<file path="src/rtl/uart_rx_fifo.sv">
// ============================================================================
//  Module   : uart_rx_fifo
//  Brief    : 8N1 UART receiver feeding a first-word-fall-through byte FIFO.
//             Optional macro UART_RX_PARITY_EN switches the frame to 8E1
//             and adds the perr output.
//  Revision : 1.0  initial release
// ============================================================================
`default_nettype none

module uart_rx_fifo #(
    parameter int CLK_PER_HALF_BIT = 434,
    parameter int FIFO_AW          = 2
) (
    input  logic               clk,
    input  logic               rst,
    input  logic               rxd,
    output logic [7:0]         rdata,
    output logic               rvalid,
    input  logic               rready,
    output logic               ferr,
    output logic               overrun,
`ifdef UART_RX_PARITY_EN
    output logic               perr,
`endif
    output logic [FIFO_AW:0]   count
);

    localparam int DEPTH = 1 << FIFO_AW;
    localparam int TW    = $clog2(2 * CLK_PER_HALF_BIT);

    localparam logic [TW-1:0]      c_half_load = TW'(CLK_PER_HALF_BIT - 1);
    localparam logic [TW-1:0]      c_full_load = TW'(2 * CLK_PER_HALF_BIT - 1);
    localparam logic [FIFO_AW:0]   c_depth     = (FIFO_AW + 1)'(DEPTH);

    typedef enum logic [2:0] {
        S_IDLE,
        S_START,
        S_DATA,
`ifdef UART_RX_PARITY_EN
        S_PARITY,
`endif
        S_STOP,
        S_BREAK
    } state_t;

    state_t          r_state;
    logic            r_meta;
    logic            r_rx_s;
    logic [TW-1:0]   r_timer;
    logic [2:0]      r_bit_idx;
    logic [7:0]      r_shift;
    logic            r_push;
    logic            r_ferr;
`ifdef UART_RX_PARITY_EN
    logic            r_par_bit;
    logic            r_perr;
    logic            w_par_bad;

    assign w_par_bad = ^{r_shift, r_par_bit};
`endif

    // Receiver FSM; the timer reloads on every state entry and counts down to 0.
    always_ff @(posedge clk) begin
        if (rst) begin
            r_meta    <= 1'b1;
            r_rx_s    <= 1'b1;
            r_state   <= S_IDLE;
            r_timer   <= '0;
            r_bit_idx <= '0;
            r_shift   <= '0;
            r_push    <= 1'b0;
            r_ferr    <= 1'b0;
`ifdef UART_RX_PARITY_EN
            r_par_bit <= 1'b0;
            r_perr    <= 1'b0;
`endif
        end else begin
            r_meta <= rxd;
            r_rx_s <= r_meta;
            r_push <= 1'b0;
            r_ferr <= 1'b0;
`ifdef UART_RX_PARITY_EN
            r_perr <= 1'b0;
`endif
            case (r_state)
                S_IDLE: begin
                    if (!r_rx_s) begin
                        r_state <= S_START;
                        r_timer <= c_half_load;
                    end
                end
                S_START: begin
                    if (r_timer == '0) begin
                        if (!r_rx_s) begin
                            r_state   <= S_DATA;
                            r_timer   <= c_full_load;
                            r_bit_idx <= '0;
                        end else begin
                            r_state <= S_IDLE;
                        end
                    end else begin
                        r_timer <= r_timer - TW'(1);
                    end
                end
                S_DATA: begin
                    if (r_timer == '0) begin
                        r_shift   <= {r_rx_s, r_shift[7:1]};
                        r_timer   <= c_full_load;
                        r_bit_idx <= r_bit_idx + 3'd1;
                        if (r_bit_idx == 3'd7) begin
`ifdef UART_RX_PARITY_EN
                            r_state <= S_PARITY;
`else
                            r_state <= S_STOP;
`endif
                        end
                    end else begin
                        r_timer <= r_timer - TW'(1);
                    end
                end
`ifdef UART_RX_PARITY_EN
                S_PARITY: begin
                    if (r_timer == '0) begin
                        r_par_bit <= r_rx_s;
                        r_timer   <= c_full_load;
                        r_state   <= S_STOP;
                    end else begin
                        r_timer <= r_timer - TW'(1);
                    end
                end
`endif
                S_STOP: begin
                    if (r_timer == '0) begin
`ifdef UART_RX_PARITY_EN
                        r_perr <= w_par_bad;
`endif
                        if (r_rx_s) begin
`ifdef UART_RX_PARITY_EN
                            r_push <= !w_par_bad;
`else
                            r_push <= 1'b1;
`endif
                            // Back to IDLE mid-stop-bit so the next start edge is caught early.
                            r_state <= S_IDLE;
                        end else begin
                            r_ferr  <= 1'b1;
                            r_state <= S_BREAK;
                        end
                    end else begin
                        r_timer <= r_timer - TW'(1);
                    end
                end
                S_BREAK: begin
                    if (r_rx_s) begin
                        r_state <= S_IDLE;
                    end
                end
                default: r_state <= S_IDLE;
            endcase
        end
    end

    logic [7:0]          r_mem [DEPTH];
    logic [FIFO_AW-1:0]  r_wp;
    logic [FIFO_AW-1:0]  r_rp;
    logic [FIFO_AW:0]    r_count;
    logic                r_ovr;
    logic                w_pop;
    logic                w_full;
    logic                w_wr;

    assign w_pop  = rvalid && rready;
    assign w_full = (r_count == c_depth);
    // A pop in the same cycle frees the slot the incoming byte needs.
    assign w_wr   = r_push && (!w_full || w_pop);

    always_ff @(posedge clk) begin
        if (rst) begin
            r_wp    <= '0;
            r_rp    <= '0;
            r_count <= '0;
            r_ovr   <= 1'b0;
        end else begin
            r_ovr <= r_push && w_full && !w_pop;
            if (w_wr) begin
                r_wp <= r_wp + FIFO_AW'(1);
            end
            if (w_pop) begin
                r_rp <= r_rp + FIFO_AW'(1);
            end
            case ({w_wr, w_pop})
                2'b10:   r_count <= r_count + (FIFO_AW + 1)'(1);
                2'b01:   r_count <= r_count - (FIFO_AW + 1)'(1);
                default: r_count <= r_count;
            endcase
        end
    end

    always_ff @(posedge clk) begin
        if (w_wr) begin
            r_mem[r_wp] <= r_shift;
        end
    end

    assign rvalid  = (r_count != '0);
    assign rdata   = rvalid ? r_mem[r_rp] : 8'h00;
    assign count   = r_count;
    assign ferr    = r_ferr;
    assign overrun = r_ovr;
`ifdef UART_RX_PARITY_EN
    assign perr    = r_perr;
`endif

endmodule

`default_nettype wire

</file>
<file path="config.mk">
export PLATFORM = sky130hd
export DESIGN_NAME = uart_rx_fifo
export DESIGN_NICKNAME = d
export VERILOG_FILES = /design/src/rtl/uart_rx_fifo.sv
export SDC_FILE = /design/constraint.sdc
export NUM_CORES = 1
export LEC_CHECK = 0
export ABC_AREA = 1
export CORE_ASPECT_RATIO = 0.75
export CORE_UTILIZATION = 45
export CTS_CLUSTER_SIZE = 12
export DETAILED_ROUTE_END_ITERATION = 10
export DONT_BUFFER_PORTS = 1
export GPL_ROUTABILITY_DRIVEN = 0
export PLACE_DENSITY = 0.63
export SYNTH_ARGS = -nofsm -noshare
export SYNTH_HDL_FRONTEND = slang
export SYNTH_SLANG_ARGS = --single-unit
</file>
<file path="constraint.sdc">
create_clock -name clk -period 2 [get_ports clk]
set_clock_uncertainty 0.15 [all_clocks]
set_input_delay 0.2 -clock clk [delete_from_list [all_inputs] [get_ports clk]]
set_output_delay 0.2 -clock clk [all_outputs]
set_load 0.01 [all_outputs]
</file>
# Yosys cells after proc, flatten, opt, wreduce, memory -nomap -nowiden
# Memory sizes are Yosys's and may differ from the RTL's. A register that Yosys moved wholly into a read port is not among the register bits.
# Cells that the tools add are included.
# totals
inputBits	4
memories	1
ramBits	32
register_bits	36
elab_cells	83
# mem_list
memory	words	width	rd	rd_ports_with_merged_regs	write_ports	line_no	rtl
r_mem	4	8	1	1	1	163	logic [7:0] r_mem [DEPTH];
# classes
bitwise_logic	2
reduce_logical	18
n_eq_ne	17
addsub	6
n_mux	27
# op_table
cell	n
$mux W10	5
$pmux W10 S4	1
$mux W3	10
$ne A2 B2 Y1 const B	8
$pmux W3 S5	1
$pmux W3 S2	2
$logic_not A10 Y1	1
$sub A10 B1 Y10 const B	1
$eq A3 B3 Y1 const B	3
$mux W8	1
$reduce_and A4 Y1	2
$add A3 B1 Y3 const B	2
$eq A3 B2 Y1 const B	2
$mux W2	3
$reduce_and A6 Y1	1
$add A2 B1 Y2 const B	2
$logic_and A1 B1 Y1	4
$mux W1	4
$reduce_bool A2 Y1	2
$reduce_bool A4 Y1	1
$eq A3 B1 Y1 const B	1
$logic_not A3 Y1	1
$ne A3 B3 Y1 const B	1
$reduce_bool A3 Y1	1
other kinds (8)	10

# Longest topological paths before layout
# Gate-level depths: netlist of run 1.
# depth
depth_word	6
mapped_depth	11

# Least setup slack after synthesis of run 1
# OpenSTA, ideal clock, no wires.
# synth_timing
kind	reg-to-reg
startpoint	register r_count[0], in the netlist count[0]
endpoint	register r_count[2], in the netlist count[2]
t_arrival_ns	1.850
path_slack_ns	-0.122
stages_incl_launch_ff	12
period_less_slack_ns	2.122
setup_ns	0.122
path_cell_list	dfxtp_1 -> inv_1 -> nand2_1 -> nor2_2 -> nor2_1 -> ha_1 -> inv_1 -> fa_1 -> a21oi_1 -> o21ai_0 -> o21ai_0 -> a21oi_1
# synth_via
elab_chain_cells	6
# synth_lines
item	line_no	rtl
from (decl)	166	logic [FIFO_AW:0] r_count;
from (signal assigned)	192	2'b10: r_count <= r_count + (FIFO_AW + 1)'(1);
from (signal assigned)	193	2'b01: r_count <= r_count - (FIFO_AW + 1)'(1);
from (signal assigned)	194	default: r_count <= r_count;
$eq A3 B3 Y1 or $reduce_bool A3 Y1 (tied branches)	173, 205	
$logic_not A1 Y1 or $logic_and A1 B1 Y1 (tied branches)	175, 172	
$logic_or A1 B1 Y1	175	assign w_wr = r_push && (!w_full || w_pop);
$logic_and A1 B1 Y1	175	
$eq A2 B1 Y1 or $eq A2 B2 Y1 (tied branches)	191	case ({w_wr, w_pop})
$pmux W3 S2 or $reduce_bool A2 Y1 (tied branches)	-	
# Parallel ways exist; a longest one is shown, timed or not.
# A chain may end at the register's enable or synchronous reset.

# Worst setup path in the final report of run 1
# layout_timing
startpoint	input rready
endpoint	register r_count[2], in the netlist count[2]
# layout_via
elab_chain_cells	5
# layout_lines
item	line_no	rtl
from (decl)	19	input logic rready,
$logic_and A1 B1 Y1 *	172	assign w_pop = rvalid && rready;
$logic_or A1 B1 Y1	175	
$logic_and A1 B1 Y1	175	
$eq A2 B1 Y1 or $eq A2 B2 Y1 (tied branches)	191	
$pmux W3 S2 or $reduce_bool A2 Y1 (tied branches)	-	
# Every way passes the cells marked *; elsewhere a longest branch is shown, timed or not.

==> flow_summary_export.csv, run 1 <==
group,metric,value,unit
power,vdd_drop_max,0.787,mV
run_status,status,"finished, final reports clean",
critical_path,end_kind,"flop",
power,power,4730,uW
drt,drt-vias-per-instance,4.95,
timing,setup_viol,0,
clock_network,clock_latency,0.34,ns
drt,drtIter0Drc,200,
placement,dp_slack,-0.0127,ns
synthesis,synthCells,362,
final_layout,area_delta_synth_final,12.6,%
min_path,hold_class,"in2reg",
grt,grt.overflow.total,0,
drt,drt-pass1-iter-count,4,
clock_network,cts.sinks,70,
timing,fmax,509,MHz
critical_path,r2r-start,"count[1]$_SDFFE_PP0P_",
die,die_y,74.6,um
die,core,6800,um^2
clock_network,tritoncts,"yes",
min_path,hp-start,"rst",
timing,hold_violations,0,
synthesis,synth_area,3160,um^2
timing,holdWs,0.0318,ns
synthesis,ys_ff_latch,70,
die,die-area,7370,um^2
clock_network,htreeDepth,3,
timing,worstMarginPinSlew,0.456,ns
drt,wire_per_inst,13.4,um
power,power.density,1330,nW/um^2
power,leakagePower,0.00148,uW
timing,relSlewSlack,0.695,
synthesis,ys_warn_count,0,
critical_path,rrSetupSlack,0.04,ns
drt,wirelength,6320,um
drt,num_vias,2332,
critical_path,cp_data_arrival_time,2.05,ns
job,maxCapViolations,0,
placement,dp_hpwl,4330,um
clock_network,clkTransAtPathRegs,0.07,ns
synthesis,synth_fp_nets,376,
final_layout,drive_gt1_frac,0.163,
critical_path,r2r.worst_path.cells,11,
power,p_sw_frac,0.416,
power,p_int,2760,uW
power,pwr-share-clk,0.205,
grt,antenna_found_initial,0,
clock_network,root_buffer,"clkbuf_8",
die,io_pins,18,
power,power_frac_comb,0.401,
timing,drv_slew,0,
die,row_count,26,
synthesis,yosysSeqAreaShare,0.545,
critical_path,cp_max_fo,2,
critical_path,worstSetupPathType,"in2reg",
critical_path,start_kind,"primary input",
min_path,holdPathStages,3,
power,switching_power,1970,uW
timing,fin_crit_sh,0.983,
drt,ant_nets,0,
power,pwr-share-seq,0.394,
synthesis,syn_avg_cell_area,8.73,um^2
timing,period_minus_slack,1.97,ns
grt,grt_pass1_vias,2197,
placement,portBuffers,0,
clock_network,clockBufferDepth,2,
synthesis,synth_cell_types,31,
grt,grt_usage,0.194,
timing,rsz0062_at_grt,"yes",
grt,grt_pass1_wl,10600,um
critical_path,cp.required,2.08,ns
final_layout,num-nets-final,396,
timing,worst_slack,0.0345,ns
timing,setup_tns,0,ns
clock_network,cts_made_buffers,9,
drt,drc,0,
die,die_w,98.8,um
final_layout,antenna_cells,0,
critical_path,r2r-end,"count[2]$_SDFFE_PP0P_",
min_path,holdPathEnd,"overrun$_SDFF_PP0_",
die,start_util,0.465,
grt,grt_start_max_net_pins,18,
## power groups by stage
stage | sequential (uW) | clock [uW] | combinational [uW]
2_1_floorplan | 1830 | 0 | 1500
3_5_place_dp | 1880 | 0 | 1840
4_1_cts | 1850 | 1010 | 1870
6_report | 1870 | 969 | 1900
5_1_grt | 1890 | 1080 | 2180
3_3_place_gp | 1870 | 0 | 1820
## kinds of logic (layout without fill, tap and decap cells)
logic type	Yosys count	in the layout	share of synthesized area
buffers and inverters	50	75	0.0637
DFF	70	70	0.545
and+or+nand+nor	162	162	0.232
AOI/OAI and AO/OA	68	68	0.112
xor gates and xnor gates	2	2	0.00554
adders and majority gates	10	10	0.0420
## placed cells by master (no fill, tap or decap), types with 3 or more instances in the layout
master / instances
inv_2: 5
nor2_4: 3
a21oi_1: 23
or2_2: 3
buf_4: 14
o21ai_1: 5
dlygate4sd3_1: 3
nand2_4: 3
ha_1: 8
nor3_1: 4
clkbuf_8: 9
edfxtp_1: 32
nand3_1: 15
nand2_2: 4
nand4_1: 6
dfxtp_1: 36
inv_1: 33
a21oi_2: 5
inv_4: 4
o21ai_0: 32
nor2_1: 73
nand2_1: 46
## Yosys cell counts (all sizes together)
master / n / area [um^2]
a21oi: 28 / 151
a31oi: 1 / 6.26
buf: 5 / 30.0
clkbuf: 3 / 11.3
dfxtp: 38 / 761
edfxtp: 32 / 961
fa: 1 / 20.0
ha: 9 / 113
inv: 42 / 160
nand2: 53 / 231
nand3: 16 / 92.6
nand3b: 1 / 7.51
nand4: 6 / 37.5
nor2: 78 / 318
nor3: 4 / 20.0
nor4: 1 / 6.26
o21a: 1 / 7.51
o21ai: 38 / 190
or2: 3 / 18.8
xor2: 2 / 17.5
## final cells by class
type                    instances  area, um^2
fillers                       640        3240
multi-input cells             242        1260
repair buffers                 17         135
clock inverters                 6        37.5
well taps                      84         105
inverters                      42         168
clock buffers                  10         128
flip-flops and latches         70        1730
## layer usage
layer	routed length [um]	track usage
met4	43	0.0597
met2	2880	0.308
met1	3130	0.252
met5	0	0
met3	262	0.0686
## repair_timing
| item | CTS | global route |
|---|---|---|
| resized for setup | 2 | 13 |
| endpoints found under the hold margin | 12 | 0 |
| pin swaps | 0 | 6 |
| buffers inserted | 0 | 2 |
| hold buffers | 3 | 0 |
| setup endpoints to repair | 1 | 2 |
## through the flow
step	cells	util	cell area, um^2
floorplan	362	-	3170
global placement	450	0.488	3320
detailed placement	450	0.488	3320
CTS	469	0.517	3520
global route	471	0.523	3560
finish	471	0.523	3560
## worst max path at each step
stage,depth (start not counted),end,slack (ns),start
6_report,11,count[2]$_SDFFE_PP0P_,0.03,rready
5_1_grt,11,count[2]$_SDFFE_PP0P_,-0.12,rready
4_1_cts,11,count[2]$_SDFFE_PP0P_,0.007,count[1]$_SDFFE_PP0P_
3_5_place_dp,11,count[2]$_SDFFE_PP0P_,-0.01,count[0]$_SDFFE_PP0P_
3_3_place_gp,11,count[2]$_SDFFE_PP0P_,0.05,count[0]$_SDFFE_PP0P_
2_1_floorplan,11,count[2]$_SDFFE_PP0P_,0.008,count[0]$_SDFFE_PP0P_
## state kept, by name, summed over array words and instances, names as in the netlist, 2 cells and up, named ones only
register and count:
r_wp 2, r_rp 2, count 3, r_state 3, r_timer 10, r_bit_idx 3, r_shift 8, r_mem 32
## worst max-delay path: stages
cell           delay, ns
dlygate4sd3_1       0.54
inv_2               0.07
nand4_1             0.10
nand2_1             0.12
ha_2                0.20
inv_4               0.04
fa_2                0.37
a21oi_2             0.15
o21ai_2             0.08
o21ai_1             0.13
a21oi_1             0.05
Note: power is estimated with default switching activity, not from simulation.
==> inputs of run 2 (changes only) <==
- REMOVE_ABC_BUFFERS: not set -> 1
==> run 2 against run 1 <==
- combinational power hardly changed
- critical path type is now reg2reg
- clock power rose by 14%
- cell count is the same
- power is 2.4% higher
- fmax is 4.9% higher
- global-route usage shrank 0.19 points
- wire length is 0.47% higher
- sequential power about the same
==> flow_summary_export.csv, run 2 (synthesized netlist as in run 1, its figures left out) <==
group,metric,value,unit
critical_path,start_kind,"flop",
grt,grt_start_max_net_pins,24,
drt,drt-vias-per-instance,5.06,
power,power,4840,uW
die,io_pins,18,
final_layout,finalCoreUtilization,0.524,
timing,hold_violations,0,
job,maxCapViolations,0,
timing,worstMarginPinSlew,0.717,ns
drt,num_vias,2385,
die,die_w,98.8,um
final_layout,antenna_cells,0,
clock_network,clock_latency,0.34,ns
clock_network,clkTransAtPathRegs,0.07,ns
timing,drv_slew,0,
final_layout,final_cells,471,
power,power.density,1360,nW/um^2
drt,drtIter0Drc,152,
placement,placed_cell_area,3330,um^2
drt,wire_per_inst,13.5,um
clock_network,root_buffer,"clkbuf_8",
final_layout,layout_common_cells,"nor2_1 (73), nand2_1 (46), inv_1 (36), dfxtp_1 (36)",
clock_network,htreeDepth,3,
drt,ant_nets,0,
timing,period_minus_slack,1.87,ns
timing,fmax,534,MHz
clock_network,cts.sinks,70,
final_layout,largest_register_ffs,32,
min_path,hold_class,"in2reg",
clock_network,cts_made_buffers,9,
die,core,6800,um^2
die,die-area,7370,um^2
final_layout,fin_area,3560,um^2
clock_network,clockBufferDepth,2,
final_layout,area_delta_synth_final,12.7,%
placement,dp.cells,452,
final_layout,final_common_cell,"nor2_1",
drt,drt-pass1-iter-count,4,
timing,rsz0062_at_grt,"no",
power,leakagePower,0.00150,uW
grt,grt_usage,0.192,
run_status,status,"finished, final reports clean",
final_layout,num-nets-final,396,
timing,fin_crit_sh,0.936,
final_layout,drive_gt1_frac,0.150,
grt,grt_pass1_vias,2231,
grt,antenna_found_initial,0,
drt,wirelength,6350,um
placement,dp_hpwl,4280,um
grt,grt.overflow.total,0,
clock_network,tritoncts,"yes",
timing,relSlewSlack,0.521,
critical_path,worstSetupPathType,"reg2reg",
final_layout,register_area,1720,um^2
critical_path,cp.required,2.08,ns
final_layout,biggestRegsByFlops,"r_mem (32), r_timer (10), r_shift (8)",
placement,portBuffers,0,
die,start_util,0.465,
die,row_count,26,
timing,setup_tns,0,ns
critical_path,cp_max_fo,3,
power,vdd_drop_max,0.769,mV
final_layout,regMostFlops,"r_mem",
timing,setup_viol,0,
final_layout,multi_input_area,1250,um^2
critical_path,cp_data_arrival_time,1.95,ns
final_layout,n_fill_cell,646,
critical_path,end_kind,"flop",
die,die_y,74.6,um
drt,drc,0,
grt,grt_pass1_wl,10600,um
run 2: changes by cell type in the layout (fill, tap and decap cells not counted), sizes merged:
cell,previous run,this run
bufinv,0,1
clkinv,3,5
clkinvlp,2,0
inv,43,42
run 2: critical path, stage by stage, from the launching register on:
cell     delay [ns]
dfxtp_1        0.31
inv_1          0.12
nand4_1        0.11
nand2_1        0.11
ha_1           0.16
inv_1          0.07
fa_2           0.34
a21oi_1        0.14
o21ai_1        0.09
o21ai_1        0.12
a21oi_1        0.06
run 2: final cells by class:
| cell class | count | area share |
|---|---|---|
| inverters | 42 | 0.0450 |
| repair buffers | 17 | 0.0379 |
| flip-flops and latches | 70 | 0.484 |
| multi-input cells | 242 | 0.350 |
| clock buffers | 10 | 0.0358 |
| well taps | 84 | 0.0295 |
| clock inverters | 6 | 0.0176 |
run 2: layer usage:
metal  up-vias  track usage  wire length (um)
met5         -            0                 0
li1       1230            -                 -
met3         6       0.0536               183
met1      1118        0.245              3230
met4         0       0.0547                63
met2        31        0.325              2870
run 2: where the power goes:
part	internal [uW]	total [uW]	switching (uW)	leakage (uW)
logic	626	1890	1270	0.000776
registers	1680	1850	167	0.000621
clock network	574	1100	528	0.000100
total	2880	4840	1960	0.00150
run 2: worst paths after layout:
check / startpoint / end / slack, ns / depth (start not counted)
setup / recovery: count[0]$_SDFFE_PP0P_ / count[2]$_SDFFE_PP0P_ / 0.13 / 10
hold / removal: rready / flop / 0.11 / 4
setup reg to reg: count[0]$_SDFFE_PP0P_ / count[2]$_SDFFE_PP0P_ / 0.13 / 10
hold reg to reg: r_meta$_SDFF_PP1_ / r_rx_s$_SDFF_PP1_ / 0.28 / 1
run 2: metrics by stage:
| step | hold WS (ns) | worst slack (ns) |
|---|---|---|
| after global routing | 0.113 | 0.00103 |
| after global placement | 0.115 | 0.0637 |
| after detailed placement | 0.116 | 0.0243 |
| after CTS | 0.128 | 0.00490 |
| final | 0.106 | 0.127 |
| after floorplan | 0.112 | -0.122 |
run 2: timing repair:
action	CTS	global route
setup endpoints to repair	0	4
gates resized for setup	0	8
hold buffers	3	0
endpoints found under the hold margin	12	0
buffers inserted	0	0
